`src/rtl/flippy_pkg.sv`:
```
// Shared FlippyBit definitions: lane count, scheduler state encoding, LFSR taps
// and the speed-level width.
package flippy_pkg;

  localparam int NUM_LANES = 3;
  localparam int LEVEL_W   = 4;

  // Fibonacci taps 8,6,5,4 (bits 7,5,4,3): maximal-length 8-bit sequence
  localparam logic [7:0] LFSR_TAPS = 8'hB8;

  typedef enum logic [1:0] {
    IDLE   = 2'b00,
    RUN    = 2'b01,
    FROZEN = 2'b10
  } sched_state_e;

  function automatic logic [7:0] lfsr_next(input logic [7:0] cur);
    return {cur[6:0], ^(cur & LFSR_TAPS)};
  endfunction

endpackage

```
`src/rtl/flippy_lfsr8.sv`:
```
// 8-bit Fibonacci LFSR that advances only when step_en is high; reloads seed on reset.
// The seed must be nonzero or the register locks at zero.
module flippy_lfsr8
  import flippy_pkg::*;
(
  input  logic       clock,
  input  logic       reset_signal,
  input  logic       step_en,
  input  logic [7:0] seed,
  output logic [7:0] value
);

  logic [7:0] value_q;
  logic [7:0] value_d;

  always_comb begin
    value_d = value_q;
    if (step_en) value_d = lfsr_next(value_q);
  end

  always_ff @(posedge clock) begin
    if (reset_signal) value_q <= seed;
    else              value_q <= value_d;
  end

  assign value = value_q;

endmodule

```
`src/rtl/lane_spawn_scheduler.sv`:
```
// Lane spawn scheduler: fall-step tick, round-robin target spawning and score-driven speed.
// Define SPEEDUP_EN to shorten the step period with level; otherwise it stays at BASE_PERIOD.
module lane_spawn_scheduler
  import flippy_pkg::*;
#(
  parameter int unsigned BASE_PERIOD = 50_000_000,
  parameter int unsigned MIN_PERIOD  = 12_500_000,
  parameter int unsigned PERIOD_STEP = 2_500_000,
  parameter int unsigned SPAWN_STEPS = 4,
  parameter int unsigned LEVEL_SHIFT = 2,
  parameter logic [7:0]  LFSR_SEED   = 8'hA5
) (
  input  logic                 clock,
  input  logic                 reset_signal,
  input  logic                 enable,
  input  logic [7:0]           score,
  input  logic [NUM_LANES-1:0] correct,
  input  logic [NUM_LANES-1:0] game_over,
  output logic                 step_tick,
  output logic [NUM_LANES-1:0] spawn,
  output logic [7:0]           spawn_value,
  output logic [NUM_LANES-1:0] occupancy,
  output logic [LEVEL_W-1:0]   level,
  output logic                 frozen
);

`ifdef SPEEDUP_EN
  localparam bit SPEEDUP_ON = 1'b1;
`else
  localparam bit SPEEDUP_ON = 1'b0;
`endif

  localparam logic [7:0] LEVEL_MAX = 8'((1 << LEVEL_W) - 1);

  sched_state_e         state_q, state_d;
  logic [31:0]          step_cnt_q, step_cnt_d;
  logic [15:0]          spawn_cnt_q, spawn_cnt_d;
  logic                 pending_q, pending_d;
  logic [1:0]           rr_ptr_q, rr_ptr_d;
  logic [NUM_LANES-1:0] occupancy_q, occupancy_d;
  logic [LEVEL_W-1:0]   level_q, level_d;
  logic                 step_tick_q, step_tick_d;
  logic [NUM_LANES-1:0] spawn_q, spawn_d;
  logic [7:0]           spawn_value_q, spawn_value_d;
  logic                 frozen_q, frozen_d;

  logic [7:0]           lvl_raw;
  logic [LEVEL_W-1:0]   level_calc;
  logic [31:0]          period_dec, period_scaled, period;
  logic [2:0]           cand;
  logic                 found;
  logic [1:0]           pick;
  logic                 tick, attempt, fire, lfsr_step;
  logic [7:0]           lfsr_value;

  flippy_lfsr8 u_lfsr (
    .clock        (clock),
    .reset_signal (reset_signal),
    .step_en      (lfsr_step),
    .seed         (LFSR_SEED),
    .value        (lfsr_value)
  );

  // Period follows the registered level; clamp before subtracting so it never underflows.
  always_comb begin
    lvl_raw       = score >> LEVEL_SHIFT;
    level_calc    = (lvl_raw > LEVEL_MAX) ? LEVEL_MAX[LEVEL_W-1:0] : lvl_raw[LEVEL_W-1:0];
    period_dec    = 32'(level_q) * PERIOD_STEP;
    period_scaled = MIN_PERIOD;
    if (period_dec < BASE_PERIOD && (BASE_PERIOD - period_dec) > MIN_PERIOD)
      period_scaled = BASE_PERIOD - period_dec;
    period        = SPEEDUP_ON ? period_scaled : BASE_PERIOD;
  end

  always_comb begin
    found = 1'b0;
    pick  = 2'd0;
    cand  = 3'd0;
    for (int k = 0; k < NUM_LANES; k++) begin
      cand = {1'b0, rr_ptr_q} + 3'(k);
      if (cand >= 3'(NUM_LANES)) cand = cand - 3'(NUM_LANES);
      if (!found && !occupancy_q[cand[1:0]]) begin
        found = 1'b1;
        pick  = cand[1:0];
      end
    end
  end

  always_comb begin
    state_d       = state_q;
    step_cnt_d    = step_cnt_q;
    spawn_cnt_d   = spawn_cnt_q;
    pending_d     = pending_q;
    rr_ptr_d      = rr_ptr_q;
    occupancy_d   = occupancy_q;
    level_d       = (state_q == FROZEN) ? level_q : level_calc;
    step_tick_d   = 1'b0;
    spawn_d       = '0;
    spawn_value_d = spawn_value_q;
    tick          = 1'b0;
    attempt       = 1'b0;
    fire          = 1'b0;
    lfsr_step     = 1'b0;

    if (!enable) begin
      state_d     = IDLE;
      step_cnt_d  = '0;
      spawn_cnt_d = '0;
      pending_d   = 1'b0;
      rr_ptr_d    = 2'd0;
      occupancy_d = '0;
    end else begin
      unique case (state_q)
        IDLE:   state_d = RUN;
        RUN: begin
          // A game_over freezes everything, including any release in the same cycle
          if (|game_over) begin
            state_d = FROZEN;
          end else begin
            tick        = (step_cnt_q >= period - 32'd1);
            step_cnt_d  = tick ? 32'd0 : step_cnt_q + 32'd1;
            step_tick_d = tick;
            if (tick) begin
              if (spawn_cnt_q >= 16'(SPAWN_STEPS - 1)) begin
                spawn_cnt_d = '0;
                attempt     = 1'b1;
              end else begin
                spawn_cnt_d = spawn_cnt_q + 16'd1;
              end
            end
            fire = pending_q && found;
            if (fire) begin
              spawn_d[pick] = 1'b1;
              spawn_value_d = lfsr_value;
              lfsr_step     = 1'b1;
              rr_ptr_d      = (pick == 2'd2) ? 2'd0 : pick + 2'd1;
            end
            pending_d   = fire ? 1'b0 : (pending_q | attempt);
            occupancy_d = (occupancy_q & ~correct) | spawn_d;
          end
        end
        FROZEN: state_d = FROZEN;
        default: state_d = IDLE;
      endcase
    end
    frozen_d = (state_d == FROZEN);
  end

  always_ff @(posedge clock) begin
    if (reset_signal) begin
      state_q       <= IDLE;
      step_cnt_q    <= '0;
      spawn_cnt_q   <= '0;
      pending_q     <= 1'b0;
      rr_ptr_q      <= 2'd0;
      occupancy_q   <= '0;
      level_q       <= '0;
      step_tick_q   <= 1'b0;
      spawn_q       <= '0;
      spawn_value_q <= LFSR_SEED;
      frozen_q      <= 1'b0;
    end else begin
      state_q       <= state_d;
      step_cnt_q    <= step_cnt_d;
      spawn_cnt_q   <= spawn_cnt_d;
      pending_q     <= pending_d;
      rr_ptr_q      <= rr_ptr_d;
      occupancy_q   <= occupancy_d;
      level_q       <= level_d;
      step_tick_q   <= step_tick_d;
      spawn_q       <= spawn_d;
      spawn_value_q <= spawn_value_d;
      frozen_q      <= frozen_d;
    end
  end

  assign step_tick   = step_tick_q;
  assign spawn       = spawn_q;
  assign spawn_value = spawn_value_q;
  assign occupancy   = occupancy_q;
  assign level       = level_q;
  assign frozen      = frozen_q;

endmodule
```
`config.mk`:
```
export PLATFORM = sky130hd
export DESIGN_NAME = lane_spawn_scheduler
export DESIGN_NICKNAME = d
export VERILOG_FILES = /design/src/rtl/flippy_pkg.sv /design/src/rtl/flippy_lfsr8.sv /design/src/rtl/lane_spawn_scheduler.sv
export SDC_FILE = /design/constraint.sdc
export NUM_CORES = 1
export LEC_CHECK = 0
export ABC_AREA = 1
export CORE_AREA = 8 8 100 102
export CTS_CLUSTER_SIZE = 8
export DETAILED_ROUTE_END_ITERATION = 16
export DIE_AREA = 0 0 108 110
export DONT_BUFFER_PORTS = 1
export GPL_TIMING_DRIVEN = 0
export HOLD_SLACK_MARGIN = 0.02
export PLACE_DENSITY = 0.61
export SYNTH_ARGS = -nofsm -noshare
export SYNTH_HDL_FRONTEND = slang
export SYNTH_SLANG_ARGS = --single-unit
export TNS_END_PERCENT = 20
```
`constraint.sdc`:
```
create_clock -name clock -period 1.99 [get_ports clock]
set_clock_uncertainty 0.05 [all_clocks]
set_input_delay 0.199 -clock clock [delete_from_list [all_inputs] [get_ports clock]]
set_output_delay 0.199 -clock clock [all_outputs]
set_load 0.05 [all_outputs]
```
==> qor.yml <==
status:
  outcome: "complete, no violations"
power:
  power.total_mw: 2.903
  switching_share: 0.2325
  p_switching_uw: 675.1
  vdd_drop_max_v: 0.0003308
  internal_power_mw: 2.228
  pwr-share-comb: 0.032
  p_per_area_nw_per_um2: 689.8
  clockPowerShare: 0.397
  p_leak_nw: 1.682
  seqPwrFrac: 0.571
cells_and_area:
  area_growth_pct: 13.53
  fill_cells: 879
  insertedDiodeCount: 0
  nNetsFinal: 556
  drive_gt1_frac: 0.1266
  instances_no_fill: 645
sta:
  hold_violations: 0
  fin_crit_ns: 1.817
  rsz0062_at_grt: "false"
  fin_crit_sh: 0.9128
  fmax_mhz: 550.5
  max-slew-margin-rel: 0.6475
  tns_ns: 0
  setup_viol: 0
  tightestPinTransition_ns: 0.5280
  slew_violations: 0
critical_path:
  worstReg2RegStart: "rr_ptr_q[0]"
  crit_path_top_delay_cell: "dfxtp_2"
  critPathLaunchType: "flop"
  required_ns: 2.18
  crit_chain: "inv_1 > ha_4 > inv_1 > nand2_1 > nand2_1 > inv_1 > nor2_4 > nand3_1 > nor2_1 > nor2_1 > nand3_1 > nand2_1"
  cp-end-kind: "flop"
  critPathLaunch: "rr_ptr_q[0]"
  crit_type: "flop to flop"
  critPathArrivalTime_ns: 2.00
  reg2reg_setup_slack_ns: 0.17
  slowest_delay_ns: 0.37
  path_max_fanout: 5
route:
  dr.pass1.iters: 4
  num_vias: 3216
  drcViolationCount: 0
  routedWlPerCell_um: 12.71
  totalWireLength_um: 8201
  drt-initial-drc-count: 127
  viasPerCell: 4.986
  ant_nets: 0
synthesis:
  syn_inst: 506
  synth.net_count: 529
  avgSynthCellArea_um2: 7.327
  synthesis.area_um2: 3707
  synth.distinct_cells: 35
  yosysWarnings: 0
  synth-seq-cells: 81
  synth_seq_area_share: 0.4374
placed_design:
  gp_congestion: 0.8371
  dpl.hpwl_um: 5986
  dp.cells: 614
  port_buffers: 0
grt:
  met3_usage: 0.03488
  grt_pass1_vias: 3031
  track_usage: 0.1478
  grt_util_met1: 0.1731
  grt-busiest-layer: "met2"
  use_met2: 0.2502
  grt.overflow.total: 0
  grt_max_degree: 14
  antenna_found_initial: 0
  grt_pass1_wl_um: 14000
die:
  die_area_um2: 11880
  io-pin-count: 37
  core_area_um2: 8466
  rows: 34
  die_y_um: 110
  die_width_um: 108
  start_util: 0.4379
clock_tree:
  cts_root_buffer: "clkbuf_8"
  clockBufferDepth: 2
  cts_sinks: 81
  cts_tree: "yes"
  numCtsBuffers: 9
  insertion_delay_ns: 0.35
  clk_pin_slew_ns: 0.08
  htreeDepth: 3
min_path:
  min_from: "reset_signal"
  min_path_type: "input pin to flop"
flow_run:
  max_cap_violations: 0
## flip-flops by register name (all words and copies together) (netlist names)
signal        count
pending_q         1
state_q           2
spawn             3
level             4
occupancy         3
step_cnt_q       32
spawn_value       8
frozen            1
step_tick         1
rr_ptr_q          2
spawn_cnt_q      16
u_lfsr.value      8
## cells in the final DEF (no fill, tap or decap), types with 2 or more instances in the layout
cell type / n
a21oi_1: 22
a21oi_2: 2
buf_2: 2
buf_4: 5
buf_6: 2
clkbuf_1: 5
clkbuf_8: 9
clkinv_2: 3
clkinvlp_4: 2
dfxtp_1: 75
dfxtp_2: 6
dlygate4sd3_1: 12
ha_1: 5
inv_1: 62
nand2_1: 114
nand2_2: 3
nand3_1: 41
nand3_4: 2
nand4_1: 21
nor2_1: 57
nor2_2: 18
nor2_4: 4
nor3_1: 28
o21ai_0: 11
o21ai_1: 2
or2_2: 2
xnor2_1: 3
xor2_1: 5
## Yosys cell counts
| master | instances | share of area |
|---|---|---|
| nor2_4 | 3 | 0.0091 |
| inv_1 | 62 | 0.063 |
| nor2_1 | 59 | 0.060 |
| a21oi_1 | 22 | 0.030 |
| nand4_1 | 21 | 0.035 |
| or2_2 | 2 | 0.0034 |
| nand3_2 | 1 | 0.0027 |
| nand2_4 | 1 | 0.0030 |
| nand3_4 | 2 | 0.0094 |
| xor2_1 | 5 | 0.012 |
| buf_2 | 2 | 0.0027 |
| or2_0 | 1 | 0.0017 |
| ha_1 | 6 | 0.020 |
| o21bai_1 | 1 | 0.0020 |
| nor3_1 | 28 | 0.038 |
| xnor2_1 | 3 | 0.0071 |
| nand3_1 | 41 | 0.055 |
| a21o_1 | 1 | 0.0020 |
| nand2_1 | 115 | 0.12 |
| o22ai_1 | 1 | 0.0017 |
| clkbuf_1 | 5 | 0.0051 |
| nor3_2 | 1 | 0.0027 |
| buf_4 | 1 | 0.0020 |
| nand4_2 | 1 | 0.0034 |
| o21ai_1 | 2 | 0.0027 |
| buf_6 | 2 | 0.0061 |
| buf_12 | 1 | 0.0054 |
| nand2_2 | 2 | 0.0034 |
| a21oi_2 | 2 | 0.0047 |
| nand3b_1 | 1 | 0.0020 |
| nor2_2 | 17 | 0.029 |
| nand2_8 | 1 | 0.0054 |
| nor3b_1 | 1 | 0.0020 |
| dfxtp_1 | 81 | 0.44 |
| o21ai_0 | 11 | 0.015 |
## layout make-up
class	instances	area [µm²]	share of cell area
Multi-Input combinational cell	352	1799	0.4275
Sequential cell	81	1629	0.3870
Inverter	62	232.7	0.05529
Timing Repair Buffer	16	150.1	0.03567
Tap cell	108	135.1	0.03210
Clock buffer	9	123.9	0.02943
Buffer	11	78.83	0.01873
Clock inverter	6	60.06	0.01427
## power groups by stage
| stage | registers, mW | logic (mW) | clock network [mW] |
|---|---|---|---|
| floorplan | 1.69 | 0.0560 | 0 |
| global placement | 1.70 | 0.0725 | 0 |
| detailed placement | 1.70 | 0.0737 | 0 |
| CTS | 1.66 | 0.0912 | 1.19 |
| global route | 1.66 | 0.102 | 1.26 |
| finish | 1.66 | 0.0922 | 1.15 |
## metal layers
metal / wire [µm] / part of all wire
met4: 159 / 0.019
met3: 324 / 0.040
met1: 3790 / 0.46
met2: 3926 / 0.48
met5: 0 / 0
## worst max-delay path, delay by kind of cell (launching register included)
family	cells	cell delay [ns]
fa+ha+maj	1	0.26
simple gates	8	0.81
buf+inv	3	0.23
flops	1	0.37
## final timing paths
| check | endpoint | cells past startpoint |
|---|---|---|
| setup / recovery | occupancy[1] | 12 |
| hold / removal | spawn_cnt_q[2] | 3 |
| setup reg to reg | occupancy[1] | 12 |
| hold reg to reg | spawn_cnt_q[6] | 2 |
## logic make-up (layout without fill, tap and decap cells)
family,count (synthesis),count (layout),share of synthesized area
compound gates,40,40,0.05772
fa+ha+maj,6,6,0.02025
simple gates,298,298,0.3817
flops,81,81,0.4374
xor+xnor,8,8,0.01890
buf+inv,73,104,0.08404
## per-stage QoR
stage	cell area [µm²]	utilization	setup WS (ns)	hold slack, ns
after floorplan	3707	-	0.1621	0.3204
after global placement	3842	0.4539	-0.04702	0.3272
after detailed placement	3842	0.4539	-0.1064	0.3482
after CTS	4178	0.4935	0.02080	0.1673
after global routing	4209	0.4972	0.01268	0.1774
final	4209	0.4972	0.1735	0.1827
## what timing repair did
action / in CTS / in global routing
hold buffers: 12 / 0
hold endpoints to repair: 8 / 0
buffers inserted: 4 / 0
resized for setup: 1 / 10
setup endpoints to repair: 18 / 38
pin swaps: 1 / 0
Note: power is estimated with default switching activity, not from simulation.
